<file path="src/rtl/tl_sync_fifo.sv">
// tl_sync_fifo: single-clock show-ahead FIFO with full/empty/almost-full status and occupancy count.
// Define TL_SYNC_FIFO_ERR_EN to enable the sticky overflow/underflow error flag on err_o.
module tl_sync_fifo #(
    parameter int DEPTH_LG2    = 4,
    parameter int DATA_WIDTH   = 32,
    parameter int AFULL_THRESH = 2**DEPTH_LG2 - 2
) (
    input  logic                  clk,
    input  logic                  rst_n,
    input  logic                  wren_i,
    input  logic [DATA_WIDTH-1:0] wdata_i,
    output logic                  full_o,
    output logic                  afull_o,
    input  logic                  rden_i,
    output logic [DATA_WIDTH-1:0] rdata_o,
    output logic                  empty_o,
    output logic [DEPTH_LG2:0]    cnt_o,
    output logic                  err_o
);
    localparam int PW = DEPTH_LG2 + 1;
    localparam logic [PW-1:0] AFT  = PW'(AFULL_THRESH);
    localparam logic [PW-1:0] PONE = PW'(1);

    logic [DATA_WIDTH-1:0] r_mem [2**DEPTH_LG2];
    logic [PW-1:0]         r_wptr;
    logic [PW-1:0]         r_rptr;
    logic                  w_wr_acc;
    logic                  w_rd_acc;

    assign empty_o  = (r_wptr == r_rptr);
    assign full_o   = (r_wptr[DEPTH_LG2] != r_rptr[DEPTH_LG2]) &&
                      (r_wptr[DEPTH_LG2-1:0] == r_rptr[DEPTH_LG2-1:0]);
    assign cnt_o    = r_wptr - r_rptr;
    assign afull_o  = (cnt_o >= AFT);
    assign rdata_o  = r_mem[r_rptr[DEPTH_LG2-1:0]];
    assign w_wr_acc = wren_i && !full_o;
    assign w_rd_acc = rden_i && !empty_o;

    always_ff @(posedge clk) begin
        if (w_wr_acc) r_mem[r_wptr[DEPTH_LG2-1:0]] <= wdata_i;
    end

    always_ff @(posedge clk or negedge rst_n) begin
        if (!rst_n) begin
            r_wptr <= '0;
            r_rptr <= '0;
        end else begin
            if (w_wr_acc) r_wptr <= r_wptr + PONE;
            if (w_rd_acc) r_rptr <= r_rptr + PONE;
        end
    end

`ifdef TL_SYNC_FIFO_ERR_EN
    logic r_err;
    // Sticky until reset; dropped requests still leave the pointers alone.
    always_ff @(posedge clk or negedge rst_n) begin
        if (!rst_n) r_err <= 1'b0;
        else if ((wren_i && full_o) || (rden_i && empty_o)) r_err <= 1'b1;
    end
    assign err_o = r_err;
`else
    assign err_o = 1'b0;
`endif
endmodule

</file>
<file path="config.mk">
export PLATFORM = sky130hd
export DESIGN_NAME = tl_sync_fifo
export DESIGN_NICKNAME = d
export VERILOG_FILES = /design/src/rtl/tl_sync_fifo.sv
export SDC_FILE = /design/constraint.sdc
export NUM_CORES = 1
export LEC_CHECK = 0
export BUFFER_PORTS_ARGS = -buffer_cell sky130_fd_sc_hd__buf_2
export CORE_MARGIN = 2
export CORE_UTILIZATION = 60
export DETAILED_ROUTE_END_ITERATION = 12
export GPL_ROUTABILITY_DRIVEN = 1
export PLACE_DENSITY = 0.82
export SETUP_SLACK_MARGIN = 0.15
export SYNTH_ARGS = -nofsm -noshare
export SYNTH_HDL_FRONTEND = slang
export SYNTH_SLANG_ARGS = --single-unit
</file>
<file path="constraint.sdc">
create_clock -name clk -period 8.97 [get_ports clk]
set_clock_uncertainty 0.05 [all_clocks]
set_input_delay 0.897 -clock clk [delete_from_list [all_inputs] [get_ports clk]]
set_output_delay 0.897 -clock clk [all_outputs]
set_load 0.01 [all_outputs]
</file>
==> reports/qor.yml, run 1 <==
hold_class: "in2async"
syn_area_per_cell_um2: 21.4
synthAdderAreaFrac_pct: 0.657
core.rowCount: 67
grt_usage_pct: 24.1
crit_chain: "buf_4 -> buf_4 -> mux4_2 -> mux2i_1 -> o21ai_1 -> buf_2"
crit_path_end_kind: "primary output"
grt_max_degree: 58
ff2ff_path_depth: 7
total_power_mw: 7.40
cts.htree.levels: 2
routed_wl_mm: 41.8
yosysTopAreaCell: "edfxtp_1"
yosysSeqAreaShare_pct: 77.3
postRouteAntennaNets: 0
synthSimpleGateAreaFrac_pct: 0.910
clock.fmax_mhz: 198
synth_commonest_cells: "edfxtp_1, mux2i_1, mux4_2"
holdWs_ps: 138
synthesis.area_mm2: 0.0202
vias_per_cell: 6.39
arrival_ps: 4110
synth.most_common_cell: "edfxtp_1"
tns_ps: 0
drtPass1Iterations: 5
setup_viol: 0
grt_remaining_overflow: 0
drive_above_1_share_pct: 26.8
synth_seq_cells: 522
clk_latency_ps: 560
drv_slew: 0
netlist.area_leader.share_pct: 76.1
syn-instance-count: 942
grt_pass1_vias: 9961
synth-compound-area-share_pct: 3.27
vias: 9763
synth_top_family_by_area: "multiplexers"
io_pins: 77
synth_edf_count: 512
antenna_found_initial: 3
dieArea_mm2: 0.0352
rsz0062_at_grt: "no"
cp_common_cell: "buf_4"
required_ps: 8020
clock-sinks: 522
cts_buffers: 49
path_delay_family: "buffers and inverters"
critical-path-max-stage-delay_ps: 830
path_buf_inv: 3
cts.path.max_buffers: 3
crit_cells: 6
fin_crit_ps: 5060
drt-initial-drc-count: 1129
grt_pass1_wl_mm: 62.3
worst-setup-path-type: "reg2out"
cts_setup_buffers: 0
status: "complete, no violations"
clkTransAtPathRegs_ps: 60
synthesis.nets: 988
vdd_drop_max_mv: 0.212
leakagePower_nw: 7.49
finalHoldViolCount: 0
synth_xor_area_share_pct: 0.477
die_h_um: 187
cts_tree: "yes"
fin_nets: 1084
core_area_mm2: 0.0334
synth_ff_type: "edfxtp_1"
area.growth.synth_to_final_pct: 12.6
ys_warn_count: 0
wl_per_cell_um: 27.3
initial_core_util_pct: 60.5
startpoint_type: "flop"
io_buffers: 75
power.density_mw_per_mm2: 325
synth_area_leaders: "edfxtp_1, mux4_2, mux2i_1"
crit_fanout: 43
root_buffer: "clkbuf_16"
cts_resized: 0
place.detailed.hpwl_mm: 21.2
drc: 0
crit_slowest_cell: "dfrtp_4"
synth_mux_area_share_pct: 15.5
die_x_um: 187
routabilityCongestion: 0.739
async_reset_ff_share_pct: 1.92
min_period_over_period_pct: 56.4
tightestPinTransition_ps: 1250
ctsHoldBuffers: 0
relSlewSlack_pct: 16.4
maxCapViolCount: 0
synth.distinct_cells: 35
[cell type report]
cell class                 count  area (um^2)
sequential                   522        15600
fill                        2060        10600
multi-input combinational    357         4310
clock buffer                  57         1300
timing repair buffer         100          563
tap                          448          561
clock inverter                33          338
inverter                       8         30.0
antenna                        3         7.51
[cell families after synthesis]
family          count (synthesis)
flops                         522
mux                           192
compound gates                105
buf+inv                        63
simple gates                   38
xor+xnor                       11
fa+ha+maj                      10
other cells                     1
[sequential cells by signal (all words and copies together) (netlist names)]
signal	count
r_rptr	5
r_mem	512
r_wptr	5
[path summary, 6_finish.rpt]
| path | start | to | slack (ps) |
|---|---|---|---|
| min in group clk | r_wptr[4]$_DFFE_PN0P_ | r_wptr[4]$_DFFE_PN0P_ | 450 |
| max in group asynchronous | rst_n | r_rptr[2]$_DFFE_PN0P_ | 8510 |
| setup / recovery | r_rptr[0]$_DFFE_PN0P_ | rdata_o[12] | 3910 |
| hold / removal | rst_n | r_wptr[1]$_DFFE_PN0P_ | 140 |
| hold reg to reg | r_wptr[4]$_DFFE_PN0P_ | r_wptr[4]$_DFFE_PN0P_ | 450 |
| setup reg to reg | r_rptr[2]$_DFFE_PN0P_ | r_mem[2][15]$_DFFE_PP_ | 4810 |
[per-stage QoR]
stage,std cells,cell area [um^2],util [%],setup slack [ps]
floorplan,942,20200,-,4380
global placement,1435,21100,63.2,4430
detailed placement,1435,21100,63.2,4430
CTS,1525,22700,68.1,3750
global route,1528,22700,68.2,3610
finish,1528,22700,68.2,3910
[report_power, final]
group | internal (mW) | switching [mW]
registers | 2.95 | 0.200
logic | 0.937 | 1.22
clock network | 1.24 | 0.859
total | 5.12 | 2.28
[metal layers]
metal  global-route usage, %  wire length, um
met5                       0                0
met4                    8.48             1320
met3                    3.65             2980
met2                    40.5            21400
met1                    32.9            16100
[worst register-to-register path, stage by stage (launching register included)]
cell and delay (ps):
dfrtp_4 980, inv_1 140, ha_1 380, nand4_1 120, o21a_1 300, nand2_1 290
nor3_2 1000, buf_4 540
[cell usage in the layout (no fill, tap or decap), types with 2 or more instances in the layout]
cell / count
ha_1: 9
nand2_1: 8
nor3_2: 4
mux2i_1: 96
xnor2_1: 9
dfrtp_4: 3
xor2_1: 2
clkbuf_16: 51
buf_2: 75
bufinv_16: 7
dfrtp_1: 7
diode_2: 3
a221oi_1: 32
mux4_2: 96
clkinv_1: 11
clkbuf_1: 6
o21ai_1: 49
buf_4: 25
clkinv_2: 13
edfxtp_1: 512
o21a_1: 2
inv_1: 7
nand2b_1: 2
nor2_4: 11
o21ai_0: 18
nand4_1: 4
and2_1: 3
Note: power is estimated with default switching activity, not from simulation.
==> run 2: changes to the inputs <==
Settings changed: CORE_UTILIZATION 60 to 55, PLACE_DENSITY 0.82 to 0.79.
Clock period 8.97 ns to 4.4 ns, I/O delays scaled along.
==> reports/qor.yml, run 2 (synthesized netlist as in run 1, its figures left out) <==
grt_pass1_wl_mm: 63.6  # +2.2%
fin_nets: 1093  # +0.83%
grt_pass1_vias: 10200  # +2.3%
hold_depth: 1
io_buffers: 75  # unchanged
maxCapViolCount: 0  # unchanged
hold_class: "in2reg"
r2r_slack_ps: 1060  # -3750 ps
fin_area_mm2: 0.0230  # +1.0%
drv_slew: 0  # unchanged
relSlewSlack_pct: 38.0  # +22 points
placed_cell_area_mm2: 0.0214  # +1.2%
cts.htree.levels: 2  # unchanged
startpoint_type: "flop"
final_common_cell: "edfxtp_1"
rsz0062_at_grt: "no"
regArea_mm2: 0.0156  # unchanged
largest_register_ffs: 512  # unchanged
dieArea_mm2: 0.0383  # +8.9%
vias: 9743  # -0.20%
area.growth.synth_to_final_pct: 13.7
clock.fmax_mhz: 284
ff2ff_path_depth: 7  # unchanged
reg2reg_from: "r_rptr[1]$_DFFE_PN0P_"
drc: 0  # unchanged
tightestPinTransition_ps: 930  # -317 ps
nFillCells: 2354  # +14%
routabilityCongestion: 0.840  # +14%
finalHoldViolCount: 0  # unchanged
setup_viol: 0  # unchanged
core_area_mm2: 0.0363  # +8.9%
die_x_um: 196  # +4.3%
clkTransAtPathRegs_ps: 60  # about the same
grt_max_degree: 102  # +76%
worst-setup-path-type: "reg2out"
fin_crit_ps: 3520
die_h_um: 196  # +4.3%
dp_cells: 1462  # +1.9%
postRouteAntennaNets: 0  # unchanged
leakagePower_nw: 7.54  # +0.72%
final_cells: 1558  # +2.0%
crit_path_end_kind: "primary output"
clock-sinks: 522  # unchanged
vias_per_cell: 6.25  # -2.1%
holdPathEnd: "r_mem[2][28]$_DFFE_PP_"
clk_latency_ps: 560  # about the same
r2r-end: "r_mem[2][17]$_DFFE_PP_"
tns_ps: 0  # unchanged
place.detailed.hpwl_mm: 23.5  # +11%
cts_tree: "yes"
cts_buffers: 50  # +2.0%
drtPass1Iterations: 7  # +2
crit_slowest_cell: "buf_4"
drive_above_1_share_pct: 26.6  # -0.20 points
total_power_mw: 15.1  # +100%
required_ps: 3910  # -4110 ps
grt_remaining_overflow: 0  # unchanged
io_pins: 77  # unchanged
critical-path-max-stage-delay_ps: 810  # -20 ps
grt_usage_pct: 22.6  # -1.5 points
antenna_found_initial: 2  # -1
vdd_drop_max_mv: 0.472  # +120%
layout_common_cells: "edfxtp_1, mux4_2, mux2i_1"
holdWs_ps: 206  # +67.9 ps
routed_wl_mm: 42.5  # +1.7%
min_period_over_period_pct: 80.1
crit_fanout: 50  # +16%
arrival_ps: 3030  # -1080 ps
cts.path.max_buffers: 3  # unchanged
root_buffer: "clkbuf_16"
initial_core_util_pct: 55.6  # -5.0 points
wl_per_cell_um: 27.3  # -0.25%
power.density_mw_per_mm2: 659  # +100%
hp-start: "wdata_i[28]"
crit_chain: "buf_4 -> mux4_2 -> o21ai_1 -> o21ai_0 -> buf_2"
multi_input_area_mm2: 0.00434  # +0.58%
status: "complete, no violations"
drt-initial-drc-count: 962  # -15%
core.rowCount: 70  # +4.5%
[run 2: cell type report]
type	count	area share, %
Sequential cell	522	68.1
Clock inverter	31	1.06
Multi-Input combinational cell	357	18.9
Inverter	8	0.131
Tap cell	468	2.55
Clock buffer	63	5.94
Timing Repair Buffer	108	3.38
Antenna cell	1	0.0109
[run 2: stage by stage]
step	util (%)	setup slack, ps
3_5_place_dp	58.7	1110
6_report	63.2	876
2_1_floorplan	-	670
3_3_place_gp	58.7	1190
4_1_cts	63.2	836
5_1_grt	63.2	753
[run 2: critical path: cells and delay by family (launching register included)]
kind                   cells  cell delay, ps
buffers and inverters      2            1010
flip-flops                 1             650
multiplexers               1             420
AO/OA/AOI/OAI              2             350
[run 2: worst max path at each step]
stage	start	end	depth (start not counted)
finish	r_rptr[1]$_DFFE_PN0P_	rdata_o[1]	5
floorplan	r_rptr[2]$_DFFE_PN0P_	r_mem[7][0]$_DFFE_PP_	10
global placement	r_rptr[1]$_DFFE_PN0P_	r_mem[2][18]$_DFFE_PP_	7
detailed placement	r_rptr[1]$_DFFE_PN0P_	r_mem[2][18]$_DFFE_PP_	7
global route	r_rptr[1]$_DFFE_PN0P_	rdata_o[2]	5
CTS	r_rptr[1]$_DFFE_PN0P_	rdata_o[1]	5
[run 2: metal layers]
| layer | track usage, % | vias to the layer above | wire length, um | share of wire [%] |
|---|---|---|---|---|
| li1 | - | 4130 | - | - |
| met1 | 30.6 | 5114 | 16900 | 40 |
| met2 | 37.7 | 417 | 21600 | 51 |
| met3 | 4.33 | 80 | 2970 | 7.0 |
| met4 | 7.18 | 2 | 994 | 2.3 |
| met5 | 0 | - | 16 | 0.038 |
[run 2: timing repair]
| action | 4_1_cts | 5_1_grt |
|---|---|---|
| hold buffers | 1 | 0 |
| setup buffers | 0 | 0 |
| endpoints found under the hold margin | 10 | 0 |
| resized for setup | 0 | 0 |
[run 2: where the power goes]
group,switching [mW],internal [mW]
registers,0.280,6.01
logic,2.69,1.98
clock network,1.76,2.42
